--- src/rtl/sprite_pkg.sv ---
`default_nettype none
// ============================================================================
// Module      : sprite_pkg
// Description : Shared sprite types and ball constants used by the renderer,
//               the collision logic and the ball motion engine.
// Revision    : 1.1 - adds the motion FSM state type and serve velocities
// ============================================================================
package sprite_pkg;

    // Screen coordinate widths (640x480 playfield fits in 10 bits each)
    localparam int X_POS_W = 10;
    localparam int Y_POS_W = 10;

    // Ball geometry and serve velocities
    localparam int BALL_SIZE    = 10;
    localparam int BALL_INIT_VX = 3;
    localparam int BALL_INIT_VY = 1;

    // Bounding box published to the renderer and collision logic
    typedef struct packed {
        logic [X_POS_W-1:0] x_pos;
        logic [Y_POS_W-1:0] y_pos;
        logic [X_POS_W-1:0] right;
        logic [Y_POS_W-1:0] bottom;
    } sprite_t;

    // Ball motion sequencing
    typedef enum logic [1:0] {
        MS_IDLE  = 2'b00,
        MS_SERVE = 2'b01,
        MS_MOVE  = 2'b10,
        MS_OUT   = 2'b11
    } sprite_motion_state_t;

endpackage
`default_nettype wire

--- src/rtl/sprite_axis_step.sv ---
`default_nettype none
// ============================================================================
// Module      : sprite_axis_step
// Description : One-axis position step for the ball. Adds a signed velocity to
//               an unsigned position in a two-bit-wider signed domain so that
//               moves below zero are seen as underflow rather than wrapping,
//               and reports whether the sprite would leave [LIM_MIN, LIM_MAX].
// Revision    : 1.0 - initial release
// ============================================================================
module sprite_axis_step #(
    parameter int POS_W   = 10,
    parameter int SPEED_W = 5,
    parameter int LIM_MIN = 10,
    parameter int LIM_MAX = 630,
    parameter int SIZE    = 10
) (
    input  logic [POS_W-1:0]   pos,
    input  logic [SPEED_W-1:0] vel,
    output logic [POS_W-1:0]   next_pos,
    output logic               under,
    output logic               over,
    output logic [POS_W-1:0]   clamp_pos
);

    localparam int c_SW = POS_W + 2;

    localparam logic signed [c_SW-1:0] c_MIN  = c_SW'(LIM_MIN);
    localparam logic signed [c_SW-1:0] c_MAX  = c_SW'(LIM_MAX);
    localparam logic signed [c_SW-1:0] c_SIZE = c_SW'(SIZE);
    localparam logic [POS_W-1:0]       c_LO   = POS_W'(LIM_MIN);
    localparam logic [POS_W-1:0]       c_HI   = POS_W'(LIM_MAX - SIZE);

    logic signed [c_SW-1:0] w_pos_ext;
    logic signed [c_SW-1:0] w_vel_ext;
    logic signed [c_SW-1:0] w_sum;
    logic signed [c_SW-1:0] w_far;

    assign w_pos_ext = $signed({2'b00, pos});
    assign w_vel_ext = c_SW'($signed(vel));
    assign w_sum     = w_pos_ext + w_vel_ext;
    assign w_far     = w_sum + c_SIZE;

    assign under     = (w_sum < c_MIN);
    assign over      = (w_far > c_MAX);
    assign next_pos  = w_sum[POS_W-1:0];
    // Under and over are exclusive for any sane playfield; under picks the low edge
    assign clamp_pos = under ? c_LO : c_HI;

endmodule
`default_nettype wire

--- src/rtl/sprite_motion.sv ---
`default_nettype none
// ============================================================================
// Module      : sprite_motion
// Description : Frame-synchronous motion engine for the ball sprite: serve
//               sequencing, wall bounces, paddle deflection and exit scoring.
//               Optional macro SPRITE_SUBPIXEL_EN keeps FRAC_W fraction bits
//               on the position; velocities are then in subpixel units.
// Revision    : 1.0 - initial release
// ============================================================================
module sprite_motion
    import sprite_pkg::*;
#(
    parameter int SIDE_W       = BALL_SIZE,
    parameter int SIDE_H       = BALL_SIZE,
    parameter int X_MIN        = 10,
    parameter int X_MAX        = 630,
    parameter int Y_MIN        = 10,
    parameter int Y_MAX        = 470,
    parameter int SPEED_W      = 5,
    parameter int INIT_VX      = BALL_INIT_VX,
    parameter int INIT_VY      = BALL_INIT_VY,
    parameter int SERVE_FRAMES = 60,
    parameter int FRAC_W       = 4
) (
    input  logic                        clk,
    input  logic                        rst,
    input  logic                        frame_tick,
    input  logic                        serve,
    input  logic                        serve_dir,
    input  logic                        deflect,
    input  logic [SPEED_W-1:0]          deflect_vy,
    output logic [$bits(sprite_t)-1:0]  sprite,
    output logic [SPEED_W-1:0]          vel_x,
    output logic [SPEED_W-1:0]          vel_y,
    output logic [1:0]                  state,
    output logic                        score_left,
    output logic                        score_right
);

`ifdef SPRITE_SUBPIXEL_EN
    localparam int c_FRAC = FRAC_W;
`else
    // Whole-pixel positions: FRAC_W has no effect in this build
    localparam int c_FRAC = 0 * FRAC_W;
`endif

    localparam int c_XW    = X_POS_W + c_FRAC;
    localparam int c_YW    = Y_POS_W + c_FRAC;
    localparam int c_CNT_W = (SERVE_FRAMES > 1) ? $clog2(SERVE_FRAMES) : 1;

    localparam logic [1:0] c_ST_IDLE  = MS_IDLE;
    localparam logic [1:0] c_ST_SERVE = MS_SERVE;
    localparam logic [1:0] c_ST_MOVE  = MS_MOVE;
    localparam logic [1:0] c_ST_OUT   = MS_OUT;

    localparam int c_XC_PIX = (X_MIN + X_MAX - SIDE_W) / 2;
    localparam int c_YC_PIX = (Y_MIN + Y_MAX - SIDE_H) / 2;

    localparam logic [c_XW-1:0]           c_X_CENTRE = c_XW'(c_XC_PIX << c_FRAC);
    localparam logic [c_YW-1:0]           c_Y_CENTRE = c_YW'(c_YC_PIX << c_FRAC);
    localparam logic signed [SPEED_W-1:0] c_VX       = SPEED_W'(INIT_VX);
    localparam logic signed [SPEED_W-1:0] c_VY       = SPEED_W'(INIT_VY);
    localparam logic [c_CNT_W-1:0]        c_CNT_LAST = c_CNT_W'(SERVE_FRAMES - 1);

    // Registered state
    logic [1:0]                  r_state;
    logic [c_XW-1:0]             r_x;
    logic [c_YW-1:0]             r_y;
    logic signed [SPEED_W-1:0]   r_vx;
    logic signed [SPEED_W-1:0]   r_vy;
    logic [c_CNT_W-1:0]          r_cnt;
    logic                        r_dir;
    logic                        r_pend;
    logic signed [SPEED_W-1:0]   r_dvy;
    logic                        r_score_left;
    logic                        r_score_right;
    sprite_t                     r_sprite;

    // Next-state values
    logic [1:0]                  w_state_nxt;
    logic [c_XW-1:0]             w_x_nxt;
    logic [c_YW-1:0]             w_y_nxt;
    logic signed [SPEED_W-1:0]   w_vx_nxt;
    logic signed [SPEED_W-1:0]   w_vy_nxt;
    logic [c_CNT_W-1:0]          w_cnt_nxt;
    logic                        w_dir_nxt;
    logic                        w_pend_nxt;
    logic signed [SPEED_W-1:0]   w_dvy_nxt;
    logic                        w_score_left_nxt;
    logic                        w_score_right_nxt;
    sprite_t                     w_sprite_nxt;

    // Velocities that apply to this tick's step (a deflect reverses first)
    logic                        w_pend_now;
    logic signed [SPEED_W-1:0]   w_dvy_now;
    logic signed [SPEED_W-1:0]   w_vx_eff;
    logic signed [SPEED_W-1:0]   w_vy_eff;

    // Axis step results
    logic [c_XW-1:0]             w_x_step;
    logic [c_XW-1:0]             w_x_clamp;
    logic                        w_x_under;
    logic                        w_x_over;
    logic [c_YW-1:0]             w_y_step;
    logic [c_YW-1:0]             w_y_clamp;
    logic                        w_y_under;
    logic                        w_y_over;

    assign w_pend_now = r_pend | deflect;
    assign w_dvy_now  = deflect ? $signed(deflect_vy) : r_dvy;
    assign w_vx_eff   = w_pend_now ? -r_vx : r_vx;
    assign w_vy_eff   = w_pend_now ? w_dvy_now : r_vy;

    sprite_axis_step #(
        .POS_W   (c_XW),
        .SPEED_W (SPEED_W),
        .LIM_MIN (X_MIN << c_FRAC),
        .LIM_MAX (X_MAX << c_FRAC),
        .SIZE    (SIDE_W << c_FRAC)
    ) u_x_step (
        .pos       (r_x),
        .vel       (w_vx_eff),
        .next_pos  (w_x_step),
        .under     (w_x_under),
        .over      (w_x_over),
        .clamp_pos (w_x_clamp)
    );

    sprite_axis_step #(
        .POS_W   (c_YW),
        .SPEED_W (SPEED_W),
        .LIM_MIN (Y_MIN << c_FRAC),
        .LIM_MAX (Y_MAX << c_FRAC),
        .SIZE    (SIDE_H << c_FRAC)
    ) u_y_step (
        .pos       (r_y),
        .vel       (w_vy_eff),
        .next_pos  (w_y_step),
        .under     (w_y_under),
        .over      (w_y_over),
        .clamp_pos (w_y_clamp)
    );

    // FSM, serve counter, deflect capture and per-frame position update
    always_comb begin
        w_state_nxt       = r_state;
        w_x_nxt           = r_x;
        w_y_nxt           = r_y;
        w_vx_nxt          = r_vx;
        w_vy_nxt          = r_vy;
        w_cnt_nxt         = r_cnt;
        w_dir_nxt         = r_dir;
        w_pend_nxt        = r_pend;
        w_dvy_nxt         = r_dvy;
        w_score_left_nxt  = 1'b0;
        w_score_right_nxt = 1'b0;

        case (r_state)
            c_ST_IDLE: begin
                if (serve) begin
                    w_dir_nxt   = serve_dir;
                    w_cnt_nxt   = '0;
                    w_state_nxt = c_ST_SERVE;
                end
            end

            c_ST_SERVE: begin
                if (frame_tick) begin
                    if (r_cnt == c_CNT_LAST) begin
                        w_vx_nxt    = r_dir ? c_VX : -c_VX;
                        w_vy_nxt    = c_VY;
                        w_cnt_nxt   = '0;
                        w_state_nxt = c_ST_MOVE;
                    end else begin
                        w_cnt_nxt = r_cnt + 1'b1;
                    end
                end
            end

            c_ST_MOVE: begin
                if (deflect) begin
                    w_pend_nxt = 1'b1;
                    w_dvy_nxt  = $signed(deflect_vy);
                end
                if (frame_tick) begin
                    w_pend_nxt = 1'b0;
                    w_vx_nxt   = w_vx_eff;
                    if (w_y_under || w_y_over) begin
                        w_y_nxt  = w_y_clamp;
                        w_vy_nxt = -w_vy_eff;
                    end else begin
                        w_y_nxt  = w_y_step;
                        w_vy_nxt = w_vy_eff;
                    end
                    if (w_x_under) begin
                        w_score_right_nxt = 1'b1;
                        w_state_nxt       = c_ST_OUT;
                    end else if (w_x_over) begin
                        w_score_left_nxt  = 1'b1;
                        w_state_nxt       = c_ST_OUT;
                    end else begin
                        w_x_nxt = w_x_step;
                    end
                end
            end

            default: begin
                // OUT: recentre and stop on the way back to IDLE
                w_state_nxt = c_ST_IDLE;
                w_x_nxt     = c_X_CENTRE;
                w_y_nxt     = c_Y_CENTRE;
                w_vx_nxt    = '0;
                w_vy_nxt    = '0;
                w_pend_nxt  = 1'b0;
                w_cnt_nxt   = '0;
            end
        endcase

        w_sprite_nxt.x_pos  = w_x_nxt[c_XW-1 -: X_POS_W];
        w_sprite_nxt.y_pos  = w_y_nxt[c_YW-1 -: Y_POS_W];
        w_sprite_nxt.right  = w_x_nxt[c_XW-1 -: X_POS_W] + X_POS_W'(SIDE_W - 1);
        w_sprite_nxt.bottom = w_y_nxt[c_YW-1 -: Y_POS_W] + Y_POS_W'(SIDE_H - 1);
    end

    // State and output registers; bounding box updates together with position
    always_ff @(posedge clk or posedge rst) begin
        if (rst) begin
            r_state         <= c_ST_IDLE;
            r_x             <= c_X_CENTRE;
            r_y             <= c_Y_CENTRE;
            r_vx            <= '0;
            r_vy            <= '0;
            r_cnt           <= '0;
            r_dir           <= 1'b0;
            r_pend          <= 1'b0;
            r_dvy           <= '0;
            r_score_left    <= 1'b0;
            r_score_right   <= 1'b0;
            r_sprite.x_pos  <= X_POS_W'(c_XC_PIX);
            r_sprite.y_pos  <= Y_POS_W'(c_YC_PIX);
            r_sprite.right  <= X_POS_W'(c_XC_PIX + SIDE_W - 1);
            r_sprite.bottom <= Y_POS_W'(c_YC_PIX + SIDE_H - 1);
        end else begin
            r_state       <= w_state_nxt;
            r_x           <= w_x_nxt;
            r_y           <= w_y_nxt;
            r_vx          <= w_vx_nxt;
            r_vy          <= w_vy_nxt;
            r_cnt         <= w_cnt_nxt;
            r_dir         <= w_dir_nxt;
            r_pend        <= w_pend_nxt;
            r_dvy         <= w_dvy_nxt;
            r_score_left  <= w_score_left_nxt;
            r_score_right <= w_score_right_nxt;
            r_sprite      <= w_sprite_nxt;
        end
    end

    assign sprite      = r_sprite;
    assign vel_x       = r_vx;
    assign vel_y       = r_vy;
    assign state       = r_state;
    assign score_left  = r_score_left;
    assign score_right = r_score_right;

endmodule
`default_nettype wire

--- config.mk ---
export PLATFORM = sky130hd
export DESIGN_NAME = sprite_motion
export DESIGN_NICKNAME = d
export VERILOG_FILES = /design/src/rtl/sprite_pkg.sv /design/src/rtl/sprite_axis_step.sv /design/src/rtl/sprite_motion.sv
export SDC_FILE = /design/constraint.sdc
export NUM_CORES = 1
export LEC_CHECK = 0
export ABC_AREA = 1
export CORE_UTILIZATION = 50
export DETAILED_ROUTE_END_ITERATION = 16
export PLACE_DENSITY = 0.82
export SLEW_MARGIN = 20
export SYNTH_ARGS = -nofsm -noshare
export SYNTH_HDL_FRONTEND = slang
export SYNTH_SLANG_ARGS = --single-unit
--- constraint.sdc ---
create_clock -name clk -period 5.86 [get_ports clk]
set_input_delay 0.586 -clock clk [delete_from_list [all_inputs] [get_ports clk]]
set_output_delay 0.586 -clock clk [all_outputs]
set_load 0.03 [all_outputs]
[Yosys cells after proc, flatten, opt, wreduce, memory -nomap -nowiden]
Cells that the tools add are included.
Word-level totals
  register bits after elaboration: 67
  input port bits: 11
  output and inout port bits: 54
  logic and storage cells: 89
Cells by class
  add/subtract/negate cells: 9
  $lt $le $gt $ge: 4
  eq/ne operators: 9
  mux-type cells: 42
  bitwise logic cells: 4
  reductions and logical operators: 8
Operators with widths (number)
  5-bit two-way mux: 11
  10-bit two-way mux: 5
  10-bit one-hot mux with 2 select lines: 2
  5-bit one-hot mux with 3 select lines: 2
  11-bit by 5-bit adder with 12-bit output: 2
  12-bit by 5-bit adder with 12-bit output, second input constant: 2
  12-bit by 5-bit < comparator with 1-bit output, second input constant: 2
  10-bit by 4-bit adder with 10-bit output, second input constant: 2
  6-bit two-way mux: 3
  6-bit one-hot mux with 3 select lines: 1
  12-bit by 10-bit > comparator with 1-bit output, second input constant: 1
  12-bit by 11-bit > comparator with 1-bit output, second input constant: 1
  2-bit two-way mux: 6
  5-bit negation: 2
  1-bit two-way mux: 9
  9-bit two-way mux: 1
  2-bit != test, second input constant: 4
  6-bit by 1-bit adder with 6-bit output, second input constant: 1
  6-bit equality test, second input constant: 1
  2-bit one-hot mux with 3 select lines: 1
  5-bit AND reduction: 1
  2-bit AND reduction: 2
  4-bit AND reduction: 1
  3-bit by 1-bit != test with 1-bit output, second input constant: 1
  other kinds (10): 12

[Depth between registers and ports, before layout]
Gate-level depths: netlist of run 1.
  depth after elaboration: 10
  gate-level depth with buffers: 38
  mapped depth without buffers: 36

[Modules after synthesis]
From an unflattened synthesis of run 1, not the netlist that was laid out.
Unflattened totals
  cell total of the unflattened synthesis: 877
  area total of the unflattened synthesis: 5864.4 µm²
By module, submodules not included
  sprite_motion: times used 1, cells an instance 468, area an instance 3693.5 µm², seq. area each 1701.6 µm²
  sprite_axis_step at u_x_step: times used 1, cells an instance 214, area an instance 1104.8 µm², seq. area each 0.0 µm²
  sprite_axis_step at u_y_step: times used 1, cells an instance 195, area an instance 1066.0 µm², seq. area each 0.0 µm²

[Worst setup path after synthesis of run 1]
OpenSTA, ideal clock, no wires.
  path type: input -> register
  start: input port deflect
  end: register r_sprite, in the netlist sprite[8]
  arrival: 4243 ps
  required time: 5737 ps
  setup slack: 1494 ps
  stages on the path: 32
  cells stage by stage: nor2_1 clkbuf_1 or2_2 o21ai_0 inv_1 ha_1 inv_1 fa_1 xnor2_1 ha_1 inv_1 nand3_1 nand3_1 nor2_2 nand2_1 clkinv_1 nand2_1 nand2_1 nand2_1 nor2_1 nand2_1 nand2_2 buf_6 nand2_1 nand2_1 nand2_1 nand2_1 ha_1 inv_1 o21ai_1 nand3_1 xor2_1
RTL lines
  start, declared: RTL line sprite_motion.sv:30  | input logic deflect,
  end signal, assigned: RTL line sprite_motion.sv:255  | r_sprite <= w_sprite_nxt;
  end, declared: RTL line sprite_motion.sv:77  | sprite_t r_sprite;

==> results of run 1 <==
[worst reg2reg max path, delay by kind of cell (launching register included)]
| family | cells | cell delay (ns) |
|---|---|---|
| simple gates | 14 | 1.98 |
| fa+ha+maj | 3 | 0.78 |
| compound gates | 2 | 0.77 |
| xor+xnor | 2 | 0.47 |
| buf+inv | 5 | 0.43 |
| flops | 1 | 0.39 |
[layout make-up]
class / count / area [µm²]
Fill cell: 980 / 4340
Multi-Input combinational cell: 577 / 3140
Sequential cell: 67 / 1700
Timing Repair Buffer: 71 / 693
Inverter: 145 / 544
Tap cell: 140 / 175
Clock buffer: 10 / 128
Clock inverter: 6 / 66.3
[metrics by stage]
step           hold slack [ns]  setup slack [ns]  instance area (µm²)  instances
3_5_place_dp             0.509             0.361                 6260       1000
3_3_place_gp             0.495             0.404                 6260       1000
2_1_floorplan            0.468              1.49                 5520        803
6_report                 0.519             0.672                 6450       1016
4_1_cts                  0.510             0.710                 6450       1016
5_1_grt                  0.534             0.143                 6450       1016
[worst max-delay path by stage]
stage                      endpoint  startpoint
after floorplan           sprite[8]     deflect
after global placement    sprite[8]     deflect
after detailed placement  sprite[8]     deflect
after CTS                 sprite[8]     deflect
after global routing      sprite[8]     deflect
final                     sprite[8]     deflect
[cell usage in the layout, fill, tap and decap left out, types with 6 or more instances in the layout]
| master | instances |
|---|---|
| a31oi_1 | 8 |
| nand2_2 | 17 |
| a21oi_1 | 27 |
| dfstp_2 | 20 |
| nand2_1 | 233 |
| clkdlybuf4s50_1 | 64 |
| clkbuf_8 | 9 |
| o21ai_0 | 26 |
| nand4_1 | 22 |
| nor3_1 | 8 |
| nor2_2 | 6 |
| nand3_1 | 78 |
| nand3_2 | 6 |
| dfrtp_1 | 47 |
| inv_1 | 139 |
| xor2_1 | 16 |
| buf_4 | 7 |
| ha_1 | 34 |
| nor2_1 | 53 |
[Yosys cell counts, types with 8 or more instances]
| cell type | number |
|---|---|
| nand2_1 | 233 |
| ha_1 | 34 |
| a21oi_1 | 27 |
| nor3_1 | 8 |
| o21ai_0 | 26 |
| dfrtp_1 | 47 |
| inv_1 | 140 |
| a31oi_1 | 8 |
| nor2_1 | 53 |
| nand4_1 | 22 |
| nand2_2 | 17 |
| dfstp_2 | 20 |
| xor2_1 | 16 |
| nand3_1 | 78 |
[kinds of logic (layout without fill, tap and decap cells)]
group	Yosys count	count (layout)	share of synthesized area
and+or+nand+nor	437	437	0.356
buffers and inverters	159	232	0.123
AOI/OAI and AO/OA	83	83	0.0931
DFF	67	67	0.308
adders and majority gates	36	36	0.0843
xor gates and xnor gates	21	21	0.0360
[registers in the layout (all words and copies together), names as in the netlist]
register	count
score_right	1
score_left	1
r_cnt	6
state	2
r_dvy	5
r_pend	1
vel_x	5
r_dir	1
vel_y	5
sprite	40
[layer usage]
layer	vias to the layer above	wire length [µm]
li1	2692	-
met1	2410	6170
met2	134	6150
met3	26	623
met4	0	253
met5	-	0
==> flow_summary.toml, run 1 <==
[placed_design]
dpl.hpwl_um = 10400
io_buffers = 64
place_congestion = 0.916

[critical_path]
critPathBufInv = 6
critPathSlowestCell = "nor2_1"
cp.required_ns = 6.09
cp.arrival_ns = 5.42
ff2ff_path_depth = 26
worstSetupPathType = "input pin to flop"
worst-path-stages = 27
r2r_slack_ns = 0.94
rr_startpoint = "r_pend"
endpoint_kind = "flop"
path_delay_family = "simple AND/OR/NAND/NOR gates"
crit_top_cell = "nand2_1"
rr_endpoint = "sprite[8]"
slowest_delay_ns = 0.51
critPathLaunchType = "input pin"
crit_path_max_fanout = 13

[drt]
drc = 1
ant_nets = 0
via_count = 5262
drtPass1Iterations = 11
drt-wirelength-per-cell_um = 13.0
drt_iter0_markers = 284
routed_wl_um = 13200
viasPerCell = 5.18

[global_routing]
grt_use_met3 = 0.0383
grt_max_degree = 68
grt.busiest_layer = "met2"
grtUsageMet2 = 0.401
antenna_found_initial = 0
grt_util_all_layers = 0.243
grt_pass1_wl_um = 22300
gr-usage-met1 = 0.322
grt_pass1_vias = 4939
overflow = 0

[job]
drv_cap = 0

[logic_synthesis]
synth_seq_area_share = 0.308
syn_area_um2 = 5520
yosys_warnings = 0
async_reset_ff_frac = 1.00
synth_top_cell_by_area = "dfrtp_1"
synth_ff_type = "dfrtp_1"
synth_top_area_frac = 0.213
synth-edff-count = 0
synth.distinct_cells = 40
ys_seq_elements = 67
synth_cells = 803
avgSynthCellArea_um2 = 6.88
netlist_top_cells_area = "dfrtp_1 (21%), nand2_1 (16%), dfstp_2 (9.5%), inv_1 (9.5%), ha_1 (7.7%)"
syn_nets = 850

[sta]
rsz0062_at_grt = "false"
finalSetupTns_ns = 0
min_period_ns = 5.19
fmax_mhz = 193
setup_violations = 0
slew_viol_final = 0
hold_violations = 0
period_share = 0.885
skew_ns = 0.0116
worst_pin_slew_ns = 0.827
slew_headroom = 0.449

[floorplan]
die_area_um2 = 11500
core_area_um2 = 10800
die_h_um = 107
io_pins = 65
start_util = 0.512
fp.dieW_um = 107
placementRows = 38

[clock_tree]
cts_tree = "built"
cts_resized = 0
cts_max_level = 3
clock_sinks = 67
cts_buffer_depth = 2
cts_setup_buffers = 0
cts_hold_repair.buffers = 0
cts_buffers = 9
clk-insertion-delay-late_ns = 0.35
cts_root_buf = "clkbuf_8"
clkSlewWorstSetupHoldPaths_ns = 0.08

[final_layout]
postLayoutCoreUtil = 0.598
area_growth_pct = 16.8
nets = 918
layout-drive-gt1-share = 0.108
antennaDiodeCount = 0

[min_path]
min-delay-start = "r_cnt[3]"
holdPathEnd = "r_cnt[4]"
holdPathStages = 1
min_path_type = "flop to flop"

[status]
violations = "design-rule violations"
outcome = "finished, violations left"
Power of run 1 is not shown: default switching activity piles up to over one toggle a cycle in this logic, so the estimate is an artifact.
==> run 2: changes to the inputs <==
--- a/config.mk
+++ b/config.mk
@@ -10,3 +10,4 @@
 export DETAILED_ROUTE_END_ITERATION = 16
-export PLACE_DENSITY = 0.82
+export DONT_BUFFER_PORTS = 1
+export PLACE_DENSITY = 0.74
 export SLEW_MARGIN = 20
==> constraint.sdc (replaced) <==
create_clock -name clk -period 5.86 [get_ports clk]
set_input_delay 1.172 -clock clk [delete_from_list [all_inputs] [get_ports clk]]
set_output_delay 1.172 -clock clk [all_outputs]
set_load 0.03 [all_outputs]
==> run 2 against run 1 <==
Global-route usage rose by 0.083 points; critical path depth stayed put; critical endpoint unchanged; the run now ends clean; clock skew is 0.0082 ns higher; first-iteration DRC count up 1.4%; hold slack improved by 0.0075 ns; non-clock buffer count shrank 66.
==> flow_summary.toml, run 2 (synthesized netlist as in run 1, its figures left out) <==
[critical_path]
critPathSlowestCell = "ha_1"
cp.required_ns = 6.10
endpoint_kind = "flop"
worstSetupPathType = "input pin to flop"
crit_path_max_fanout = 12
cp.arrival_ns = 5.34
critPathBufInv = 4
critPathLaunchType = "input pin"
path_delay_family = "simple AND/OR/NAND/NOR gates"
crit_top_cell = "nand2_1"
slowest_delay_ns = 0.43

[final_layout]
final_common_cell = "nand2_1"
n_fill_cell = 1036
final_cell_mix = "nand2_1 (233), inv_1 (139), nand3_1 (78), nor2_1 (53), dfrtp_1 (47)"
antennaDiodeCount = 0
layout-drive-gt1-share = 0.115
area_growth_pct = 5.39
nets = 852
largest_register_ffs = 40

[sta]
rsz0062_at_grt = "false"
finalSetupTns_ns = 0
worst_pin_slew_ns = 0.824
slew_headroom = 0.451
fmax_mhz = 196
slew_viol_final = 0
skew_ns = 0.0198
setup_violations = 0
min_period_ns = 5.10
hold_violations = 0
period_share = 0.871

[floorplan]
core_area_um2 = 10800
start_util = 0.512
placementRows = 38
fp.dieW_um = 107
die_area_um2 = 11500
io_pins = 65
die_h_um = 107

[clock_tree]
cts_buffers = 9
cts_resized = 0
cts_root_buf = "clkbuf_8"
clk-insertion-delay-late_ns = 0.36
clkSlewWorstSetupHoldPaths_ns = 0.07
cts_max_level = 3
clock_sinks = 67
cts_tree = "built"
cts_setup_buffers = 0
cts_buffer_depth = 2
cts_hold_repair.buffers = 0

[drt]
viasPerCell = 5.18
via_count = 4922
drtPass1Iterations = 4
drc = 0
drt_iter0_markers = 288
routed_wl_um = 13000
drt-wirelength-per-cell_um = 13.7
ant_nets = 0

[min_path]
min_path_type = "flop to flop"

[global_routing]
grt_pass1_vias = 4608
grt_max_degree = 68
overflow = 0
grt_util_all_layers = 0.244
grt_pass1_wl_um = 21900
antenna_found_initial = 0

[status]
outcome = "finished, final reports clean"

[placed_design]
place_congestion = 0.912
io_buffers = 0
dpl.hpwl_um = 9940

[job]
drv_cap = 0
## run 2: cell count changes in the layout (fill, tap and decap cells not counted)
cell	delta
clkinv_4	-1
bufinv_16	+1
clkinvlp_4	-2
clkinv_2	+1
buf_4	-2
clkbuf_8	+1
clkdlybuf4s50_1	-64
## run 2: cell type report
type,instances,area (µm²),area share
sequential,67,1700,0.292
clock inverter,5,77.6,0.0133
multi-input combinational,577,3140,0.540
timing repair buffer,5,37.5,0.00645
tap,140,175,0.0301
clock buffer,11,141,0.0243
inverter,145,544,0.0935
## run 2: worst paths after layout
check / startpoint / endpoint / slack [ns] / cells past startpoint
worst min register to register: r_cnt[3] / r_cnt[4] / 0.53 / 1
max in group asynchronous: rst / sprite[32] / 4.38 / 2
min in group asynchronous: rst / vel_y[3] / 0.93 / 2
worst min-delay path: r_cnt[3] / r_cnt[4] / 0.53 / 1
worst max register to register: vel_x[0] / sprite[16] / 1.10 / 28
worst max-delay path: deflect / sprite[8] / 0.76 / 27
## run 2: through the flow
step                cells   util  setup WS, ns  hold WS, ns  cell area [µm²]
global route          950  0.539         0.232        0.551             5820
floorplan             803      -         0.908        0.468             5520
detailed placement    934  0.519         0.476        0.502             5600
global placement      934  0.519         0.629        0.499             5600
finish                950  0.539         0.758        0.526             5820
CTS                   950  0.539         0.861        0.517             5820
## run 2: routing by layer
metal | share of wire | vias up | GRT usage
met2 | 0.43 | 135 | 0.373
met3 | 0.061 | 17 | 0.0480
met5 | 0 | - | 0
met1 | 0.49 | 2200 | 0.341
met4 | 0.018 | 0 | 0.0871
li1 | - | 2570 | -
Power of run 2 is left out for the same reason.
